===== src/rtl/mem_port_arbiter_pkg.sv =====
// Shared types for the instruction-fetch / data memory-port arbiter:
// FSM encoding, port-owner codes and the registered memory command payload.
package mem_port_arbiter_pkg;

    localparam int unsigned ADDR_W   = 32;
    localparam int unsigned DATA_W   = 32;
    localparam int unsigned MEMOP_W  = 2;
    localparam int unsigned OWNER_W  = 2;
    localparam int unsigned STREAK_W = 3;

    typedef enum logic [1:0] {
        ST_IDLE    = 2'd0,
        ST_IF_BUSY = 2'd1,
        ST_D_BUSY  = 2'd2
    } state_e;

    localparam logic [OWNER_W-1:0] OWN_NONE = 2'd0;
    localparam logic [OWNER_W-1:0] OWN_IF   = 2'd1;
    localparam logic [OWNER_W-1:0] OWN_D    = 2'd2;

    typedef struct packed {
        logic               we;
        logic [MEMOP_W-1:0] memop;
        logic [ADDR_W-1:0]  addr;
        logic [DATA_W-1:0]  wdata;
    } mem_cmd_t;

    function automatic logic [OWNER_W-1:0] owner_of(input state_e s);
        case (s)
            ST_IF_BUSY: return OWN_IF;
            ST_D_BUSY:  return OWN_D;
            default:    return OWN_NONE;
        endcase
    endfunction

endpackage


===== src/rtl/mem_port_arbiter_if.sv =====
// Bundle of the fetch, data and shared memory-port signals around the arbiter.
// master = the arbiter itself, slave = the CPU requesters plus the memory.
interface mem_port_arbiter_if;
    import mem_port_arbiter_pkg::*;

    logic                if_req;
    logic [ADDR_W-1:0]   if_addr;
    logic [DATA_W-1:0]   if_rdata;
    logic                if_ready;

    logic                d_req;
    logic                d_we;
    logic [MEMOP_W-1:0]  d_memop;
    logic [ADDR_W-1:0]   d_addr;
    logic [DATA_W-1:0]   d_wdata;
    logic [DATA_W-1:0]   d_rdata;
    logic                d_ready;

    logic                mem_req;
    logic                mem_we;
    logic [MEMOP_W-1:0]  mem_memop;
    logic [ADDR_W-1:0]   mem_addr;
    logic [DATA_W-1:0]   mem_wdata;
    logic [DATA_W-1:0]   mem_rdata;
    logic                mem_ack;

    logic [OWNER_W-1:0]  owner;

    modport master (
        input  if_req, if_addr, d_req, d_we, d_memop, d_addr, d_wdata,
        input  mem_rdata, mem_ack,
        output if_rdata, if_ready, d_rdata, d_ready,
        output mem_req, mem_we, mem_memop, mem_addr, mem_wdata, owner
    );

    modport slave (
        output if_req, if_addr, d_req, d_we, d_memop, d_addr, d_wdata,
        output mem_rdata, mem_ack,
        input  if_rdata, if_ready, d_rdata, d_ready,
        input  mem_req, mem_we, mem_memop, mem_addr, mem_wdata, owner
    );

endinterface


===== src/rtl/mem_port_arbiter.sv =====
// Arbitrates one shared memory port between instruction fetch and data access.
// Data normally wins; a saturating streak counter bounds how long fetch can starve.
module mem_port_arbiter
    import mem_port_arbiter_pkg::*;
#(
    parameter int unsigned STARVE_MAX = 4
) (
    input logic                clk,
    input logic                rst,
    mem_port_arbiter_if.master bus
);

    localparam logic [STREAK_W-1:0] STREAK_MAX = STREAK_W'(STARVE_MAX);

    state_e              state_q, state_d;
    logic [STREAK_W-1:0] streak_q, streak_d;
    mem_cmd_t            cmd_q, cmd_d;
    logic                mem_req_q, mem_req_d;
    logic                if_ready_q, if_ready_d;
    logic                d_ready_q, d_ready_d;
    logic [DATA_W-1:0]   if_rdata_q, if_rdata_d;
    logic [DATA_W-1:0]   d_rdata_q, d_rdata_d;
    logic [OWNER_W-1:0]  owner_q, owner_d;

    logic if_elig_c;
    logic d_elig_c;
    logic fetch_wins_c;

    // A requester whose ready is pulsing this cycle must not be regranted.
    assign if_elig_c    = bus.if_req & ~if_ready_q;
    assign d_elig_c     = bus.d_req & ~d_ready_q;
    assign fetch_wins_c = if_elig_c & (~d_elig_c | (streak_q == STREAK_MAX));

    always_comb begin
        state_d    = state_q;
        streak_d   = streak_q;
        cmd_d      = cmd_q;
        mem_req_d  = mem_req_q;
        if_ready_d = 1'b0;
        d_ready_d  = 1'b0;
        if_rdata_d = if_rdata_q;
        d_rdata_d  = d_rdata_q;

        unique case (state_q)
            ST_IDLE: begin
                if (fetch_wins_c) begin
                    state_d     = ST_IF_BUSY;
                    mem_req_d   = 1'b1;
                    cmd_d.we    = 1'b0;
                    cmd_d.memop = '0;
                    cmd_d.addr  = bus.if_addr;
                    cmd_d.wdata = '0;
                    streak_d    = '0;
                end else if (d_elig_c) begin
                    state_d     = ST_D_BUSY;
                    mem_req_d   = 1'b1;
                    cmd_d.we    = bus.d_we;
                    cmd_d.memop = bus.d_memop;
                    cmd_d.addr  = bus.d_addr;
                    cmd_d.wdata = bus.d_wdata;
                    if (!bus.if_req) begin
                        streak_d = '0;
                    end else if (streak_q < STREAK_MAX) begin
                        streak_d = streak_q + STREAK_W'(1);
                    end
                end
            end
            ST_IF_BUSY: begin
                if (bus.mem_ack) begin
                    state_d    = ST_IDLE;
                    mem_req_d  = 1'b0;
                    if_ready_d = 1'b1;
                    if_rdata_d = bus.mem_rdata;
                end
            end
            ST_D_BUSY: begin
                if (bus.mem_ack) begin
                    state_d   = ST_IDLE;
                    mem_req_d = 1'b0;
                    d_ready_d = 1'b1;
                    d_rdata_d = bus.mem_rdata;
                end
            end
            default: begin
                state_d   = ST_IDLE;
                mem_req_d = 1'b0;
            end
        endcase

        owner_d = owner_of(state_d);
    end

    always_ff @(posedge clk or negedge rst) begin
        if (!rst) begin
            state_q    <= ST_IDLE;
            streak_q   <= '0;
            cmd_q      <= '0;
            mem_req_q  <= 1'b0;
            if_ready_q <= 1'b0;
            d_ready_q  <= 1'b0;
            if_rdata_q <= '0;
            d_rdata_q  <= '0;
            owner_q    <= OWN_NONE;
        end else begin
            state_q    <= state_d;
            streak_q   <= streak_d;
            cmd_q      <= cmd_d;
            mem_req_q  <= mem_req_d;
            if_ready_q <= if_ready_d;
            d_ready_q  <= d_ready_d;
            if_rdata_q <= if_rdata_d;
            d_rdata_q  <= d_rdata_d;
            owner_q    <= owner_d;
        end
    end

    assign bus.mem_req   = mem_req_q;
    assign bus.mem_we    = cmd_q.we;
    assign bus.mem_memop = cmd_q.memop;
    assign bus.mem_addr  = cmd_q.addr;
    assign bus.mem_wdata = cmd_q.wdata;
    assign bus.if_ready  = if_ready_q;
    assign bus.if_rdata  = if_rdata_q;
    assign bus.d_ready   = d_ready_q;
    assign bus.d_rdata   = d_rdata_q;
    assign bus.owner     = owner_q;

endmodule


===== src/flat_wrapper.sv =====
// flat-port wrapper written by rule: the top's interface ports become plain ports
module mem_port_arbiter_flat import mem_port_arbiter_pkg::*;
#(
    parameter int unsigned STARVE_MAX = 4
)
  (clk, rst, bus_if_req, bus_if_addr, bus_d_req, bus_d_we, bus_d_memop, bus_d_addr, bus_d_wdata, bus_mem_rdata, bus_mem_ack, bus_if_rdata, bus_if_ready, bus_d_rdata, bus_d_ready, bus_mem_req, bus_mem_we, bus_mem_memop, bus_mem_addr, bus_mem_wdata, bus_owner);
  mem_port_arbiter_if bus_i ();
  input logic clk;
  input logic rst;
  input wire logic [$bits(bus_i.if_req)-1:0] bus_if_req;
  input wire logic [$bits(bus_i.if_addr)-1:0] bus_if_addr;
  input wire logic [$bits(bus_i.d_req)-1:0] bus_d_req;
  input wire logic [$bits(bus_i.d_we)-1:0] bus_d_we;
  input wire logic [$bits(bus_i.d_memop)-1:0] bus_d_memop;
  input wire logic [$bits(bus_i.d_addr)-1:0] bus_d_addr;
  input wire logic [$bits(bus_i.d_wdata)-1:0] bus_d_wdata;
  input wire logic [$bits(bus_i.mem_rdata)-1:0] bus_mem_rdata;
  input wire logic [$bits(bus_i.mem_ack)-1:0] bus_mem_ack;
  output wire logic [$bits(bus_i.if_rdata)-1:0] bus_if_rdata;
  output wire logic [$bits(bus_i.if_ready)-1:0] bus_if_ready;
  output wire logic [$bits(bus_i.d_rdata)-1:0] bus_d_rdata;
  output wire logic [$bits(bus_i.d_ready)-1:0] bus_d_ready;
  output wire logic [$bits(bus_i.mem_req)-1:0] bus_mem_req;
  output wire logic [$bits(bus_i.mem_we)-1:0] bus_mem_we;
  output wire logic [$bits(bus_i.mem_memop)-1:0] bus_mem_memop;
  output wire logic [$bits(bus_i.mem_addr)-1:0] bus_mem_addr;
  output wire logic [$bits(bus_i.mem_wdata)-1:0] bus_mem_wdata;
  output wire logic [$bits(bus_i.owner)-1:0] bus_owner;
  assign bus_i.if_req = bus_if_req;
  assign bus_i.if_addr = bus_if_addr;
  assign bus_i.d_req = bus_d_req;
  assign bus_i.d_we = bus_d_we;
  assign bus_i.d_memop = bus_d_memop;
  assign bus_i.d_addr = bus_d_addr;
  assign bus_i.d_wdata = bus_d_wdata;
  assign bus_i.mem_rdata = bus_mem_rdata;
  assign bus_i.mem_ack = bus_mem_ack;
  assign bus_if_rdata = bus_i.if_rdata;
  assign bus_if_ready = bus_i.if_ready;
  assign bus_d_rdata = bus_i.d_rdata;
  assign bus_d_ready = bus_i.d_ready;
  assign bus_mem_req = bus_i.mem_req;
  assign bus_mem_we = bus_i.mem_we;
  assign bus_mem_memop = bus_i.mem_memop;
  assign bus_mem_addr = bus_i.mem_addr;
  assign bus_mem_wdata = bus_i.mem_wdata;
  assign bus_owner = bus_i.owner;
  mem_port_arbiter #(.STARVE_MAX(STARVE_MAX)) u_core (.clk(clk), .rst(rst), .bus(bus_i));
endmodule

===== config.mk =====
export PLATFORM = sky130hd
export DESIGN_NAME = mem_port_arbiter_flat
export DESIGN_NICKNAME = d
export VERILOG_FILES = /design/src/rtl/mem_port_arbiter_pkg.sv /design/src/rtl/mem_port_arbiter_if.sv /design/src/rtl/mem_port_arbiter.sv /design/src/flat_wrapper.sv
export SDC_FILE = /design/constraint.sdc
export NUM_CORES = 1
export LEC_CHECK = 0
export CAP_MARGIN = 20
export CORE_MARGIN = 1
export CORE_UTILIZATION = 41
export CTS_CLUSTER_DIAMETER = 200
export DETAILED_ROUTE_END_ITERATION = 10
export PLACE_DENSITY = 0.81
export SYNTH_ARGS = -nofsm -noshare
export SYNTH_HDL_FRONTEND = slang
export SYNTH_SLANG_ARGS = --single-unit

===== constraint.sdc =====
create_clock -name clk -period 1.95 [get_ports clk]
set_input_delay 0.2925 -clock clk [delete_from_list [all_inputs] [get_ports clk]]
set_output_delay 0.2925 -clock clk [all_outputs]
set_load 0.02 [all_outputs]

# Yosys cells after proc, flatten, opt, wreduce, memory -nomap -nowiden
# Index checks and enable logic that the tools add are counted.
dict set report totals {
  latchBits 0
  n_memories 0
  mem_bits_rw 0
  register_bits 141
  romBits 0
  out_inout_bits 136
  in_bits 136
}
dict set report op_classes {
  reduce_logical 8
  muxes 18
  multipliers 0
  n_lt_le_gt_ge 1
  n_addsub 1
  bitwise_logic 7
  n_shift 0
  n_div 0
  eq_ne 8
}
# cell n
set ops {}
lappend ops {{two-way mux 67 bit} 2}
lappend ops {{two-way mux 3 bit} 4}
lappend ops {{case mux 2 bit (2 select lines)} 2}
lappend ops {{AND reduction 2 bit} 4}
lappend ops {{two-way mux 1 bit} 6}
lappend ops {{two-way mux 2 bit} 3}
lappend ops {{inequality test 3 x 1 -> 1 bit, second input constant} 2}
lappend ops {{equality test 2 x 1 -> 1 bit, second input constant} 2}
lappend ops {{equality test 2 bit, second input constant} 2}
lappend ops {{adder 3 x 1 -> 3 bit, second input constant} 1}
lappend ops {{bitwise AND 1 bit} 3}
lappend ops {{equality test 3 bit, second input constant} 1}
lappend ops {{less-than comparator 3 bit, second input constant} 1}
lappend ops {{NOT 1 bit} 3}
lappend ops {{AND reduction 3 bit} 1}
lappend ops {{logical NOT 2 bit} 1}
lappend ops {{inequality test 2 x 1 -> 1 bit, second input constant} 1}
lappend ops {{case mux 1 bit (2 select lines)} 1}
lappend ops {{nonzero test 2 bit} 1}
lappend ops {{OR reduction 2 bit} 1}
lappend ops {{OR 1 bit} 1}

# Logic depth before layout (Yosys ltp)
dict set report depth {
  word_depth 9
  depth_mapped 8
  ltp_nobuf 6
}

# Least setup slack after synthesis
# No wires, ideal clock.
dict set report synth_timing {
  path_kind {register to register}
  from {register u_core.state_q[0]}
  to {register u_core.streak_q[0]}
  path_stages_with_launch 8
  arrival_ns 1.469
  slack_ns 0.357
  synth_period_minus_slack_ns 1.593
  n_path_buf 1
  required_ns 1.825
  path_cell_list {dfrtp_1 -> inv_1 -> ha_1 -> inv_1 -> a21o_1 -> buf_6 -> a31o_1 -> mux2_2}
}
dict set report synth_via {
  elab_chain_cells 2
}
# element line
set synth_lines {}
lappend synth_lines {{start: declaration} mem_port_arbiter.sv:15} ;# state_e state_q, state_d;
lappend synth_lines {{start signal: assignment} mem_port_arbiter.sv:105} ;# state_q <= state_d;
lappend synth_lines {{logical NOT 2 bit} mem_port_arbiter.sv:44} ;# unique case (state_q)
lappend synth_lines {{AND reduction 3 bit (no source line)} n/a}
lappend synth_lines {{end signal: assignment} mem_port_arbiter.sv:106} ;# streak_q <= streak_d;
lappend synth_lines {{end: declaration} mem_port_arbiter.sv:16} ;# logic [STREAK_W-1:0] streak_q, streak_d;
# Every way passes these cells.
# A chain may end at the register's enable or synchronous reset.

# Worst setup path after layout
dict set report layout_timing {
  from {register u_core.streak_q[1]}
  to {register u_core.cmd_q (netlist bit u_core.bus.mem_addr[5])}
}
dict set report layout_via {
  elab_chain_cells 5
}
# element line
set layout_lines {}
lappend layout_lines {{equality test 3 bit (*)} mem_port_arbiter.sv:32} ;# assign fetch_wins_c = if_elig_c & (~d_elig_c | (streak_q == STREAK_MAX));
lappend layout_lines {{OR 1 bit (*)} mem_port_arbiter.sv:32}
lappend layout_lines {{bitwise AND 1 bit (*)} mem_port_arbiter.sv:32}
lappend layout_lines {{nonzero test 2 bit (no source line)} n/a}
lappend layout_lines {{AND reduction 2 bit (no source line)} n/a}
lappend layout_lines {{end signal: assignment} mem_port_arbiter.sv:107} ;# cmd_q <= cmd_d;
lappend layout_lines {{end: declaration} mem_port_arbiter.sv:17} ;# mem_cmd_t cmd_q, cmd_d;
# Every way passes the cells marked *; elsewhere a longest branch is shown, timed or not.

==> impl_metrics.toml <==
[yosys]
syn_area_per_cell_um2 = 13.9
ys_types = 27
synth_seq_area_share = 0.629
synth_area_leader_cell = "dfrtp_1"
netlist_area_um2 = 5610
synth-seq-cells = 141
synthTopCellsByArea = "dfrtp_1, mux2_2, mux2i_1"
synth_cells = 402
syn-num-nets = 544
netlist.area_leader.share = 0.629
yosys_warnings = 0

[global_routing]
grt_pass1_wl_um = 24000
track_usage = 0.221
gr-total-overflow = 0
antenna_found_initial = 0
grt_pass1_vias = 4863
grt_max_degree = 57

[worst_setup_path]
r2r_start = "u_core.streak_q[1]"
criticalPathCategory = "reg2reg"
start_kind = "flop"
end_kind = "flop"
reg2reg_slack_ns = 0.16
ff2ff_path_depth = 7
worstReg2RegEnd = "u_core.bus.mem_addr[5]"
critPathMaxFanout = 7
arrival_ns = 2.06
cp_data_required_time_ns = 2.21

[placement]
post-place-cells = 838
dpl_worst_slack_ns = -0.0228
place_congestion = 0.836
io_buffers = 271
hpwl_um = 11000

[hold_path]
hold_class = "in2async"

[clock_network]
cts.sinks = 141
ctsResizeCount = 0
cts_inserted_buffers = 17
clk_pin_slew_ns = 0.06
cts_tree = "built"
h-tree-depth = 4
clock-root-buffer = "clkbuf_16"
clock_latency_ns = 0.41
cts_buffer_depth = 2

[pwr]
p_comb_frac = 0.487
p_int_w = 0.0105
p_seq_frac = 0.316
power_density_nw_per_um2 = 1790
ir_drop_v = 0.00110
pwr-share-clk = 0.197
switching_share = 0.362
p_switching_w = 0.00596
p_leak_nw = 4.10

[drt]
via_per_inst = 4.97
drt-total-wl_um = 15200
wl_per_cell_um = 17.5
drc = 0
firstDrtPassIters = 4
drt_iter0_drc = 101
vias = 4328
antenna_left = 0

[timing]
setup_viol = 0
fin_skew_ns = 0.00642
timing.final.ws_setup_ns = 0.156
finalCritPeriodShare = 0.920
hold_viol = 0
rsz0062_at_grt = "false"
maxSlewHeadroom = 0.770
finalCriticalPeriod_ns = 1.79
slew_viol_final = 0
fmax_mhz = 558
worst_pin_slew_ns = 0.343

[floorplan]
coreArea_um2 = 13300
die_h_um = 119
io-pin-count = 272
dieArea_um2 = 14100
die-width_um = 119
start_util = 0.422
rows = 42

[outcome]
outcome = "complete, no violations"

[layout]
nNetsFinal = 824
drive_above_1_share = 0.164
diodes = 0
syn2layout_area_growth_pct = 64.1
fin_cells = 871

[flow_run]
drv_cap = 0
cells by family after synthesis:
family | after synthesis | synth area share
fa+ha+maj | 6 | 0.0134
flops | 141 | 0.629
mux | 97 | 0.188
compound gates | 81 | 0.101
buf+inv | 31 | 0.0324
simple gates | 46 | 0.0364
how the worst max path moves through the flow:
stage,start,endpoint,slack [ns],cells after the start
6_report,u_core.streak_q[1],u_core.bus.mem_addr[5],0.16,7
5_1_grt,u_core.streak_q[1],u_core.bus.mem_addr[17],0.05,7
4_1_cts,u_core.streak_q[1],u_core.bus.mem_addr[5],0.14,7
3_5_place_dp,bus_d_req,u_core.bus.mem_addr[5],-0.02,6
3_3_place_gp,bus_d_req,u_core.bus.mem_addr[6],0.11,6
2_1_floorplan,u_core.state_q[0],u_core.streak_q[0],0.36,7
metal layers:
layer,up-vias,global-route usage,part of all wire,wire [µm]
met5,-,0,0,0
met4,0,0.0854,0.017,260
met1,2135,0.230,0.37,5680
li1,1985,-,-,-
met3,21,0.0915,0.095,1450
met2,187,0.394,0.51,7810
worst max-delay path, stage by stage, from the launching register on:
cell     delay (ns)
dfrtp_1        0.38
inv_1          0.06
ha_1           0.16
and2_1         0.18
o21ai_4        0.31
buf_4          0.23
mux2i_1        0.21
o21ai_0        0.13
Yosys cell counts, drive strengths merged:
master / n
inv: 7
nor3b: 3
and2: 1
nand2: 34
nand3b: 1
and2b: 1
o22a: 2
a21oi: 7
mux2i: 32
o21ai: 33
clkbuf: 6
buf: 18
mux2: 65
a21o: 2
dfrtp: 141
nor2b: 1
a22o: 36
nor2: 3
a31o: 1
nand2b: 2
ha: 6
layout by cell type, fill, tap and decap left out, drive strengths merged, types with 4 or more instances in the layout:
| cell type | instances |
|---|---|
| o21ai | 33 |
| mux2 | 65 |
| clkinv | 6 |
| a22o | 36 |
| dfrtp | 141 |
| clkinvlp | 4 |
| buf | 14 |
| nand2 | 34 |
| clkbuf | 18 |
| clkdlybuf4s50 | 270 |
| ha | 6 |
| inv | 8 |
| a21oi | 7 |
| mux2i | 32 |
what timing repair did:
| item | 4_1_cts | 5_1_grt |
|---|---|---|
| endpoints found under the hold margin | 19 | 0 |
| setup buffers | 0 | 0 |
| hold buffers | 1 | 0 |
per-stage QoR:
| step | area (µm²) | utilization | hold slack, ns | setup TNS (ns) | power (W) |
|---|---|---|---|---|---|
| floorplan | 5610 | - | -0.00309 | 0 | 0.00928 |
| global placement | 8590 | 0.646 | 0.158 | 0 | 0.0130 |
| detailed placement | 8590 | 0.646 | 0.161 | -0.0228 | 0.0133 |
| CTS | 9200 | 0.692 | 0.283 | 0 | 0.0166 |
| global route | 9200 | 0.692 | 0.309 | 0 | 0.0173 |
| finish | 9200 | 0.692 | 0.306 | 0 | 0.0165 |
power by group through the flow:
stage	logic (W)	clock network [W]	registers [W]
detailed placement	0.00806	0	0.00523
global placement	0.00788	0	0.00512
CTS	0.00811	0.00332	0.00520
global route	0.00848	0.00344	0.00537
finish	0.00803	0.00325	0.00520
floorplan	0.00239	0	0.00688
sequential cells by signal, summed over array words and instances, names as in the netlist:
register              flops
u_core.bus.d_rdata       32
u_core.bus.mem_memop      2
u_core.streak_q           3
u_core.state_q            2
u_core.bus.d_ready        1
u_core.bus.mem_we         1
u_core.bus.mem_req        1
u_core.bus.mem_addr      32
u_core.bus.owner          2
u_core.bus.if_ready       1
u_core.bus.mem_wdata     32
u_core.bus.if_rdata      32
area by class of cell:
cell class,instances,area [µm²]
Fill cell,913,4100
Sequential cell,141,3530
Timing Repair Buffer,285,2920
Multi-Input combinational cell,230,1900
Clock buffer,18,429
Tap cell,176,220
Clock inverter,14,170
Inverter,7,26.3
Power figures use the tool's default switching activity.
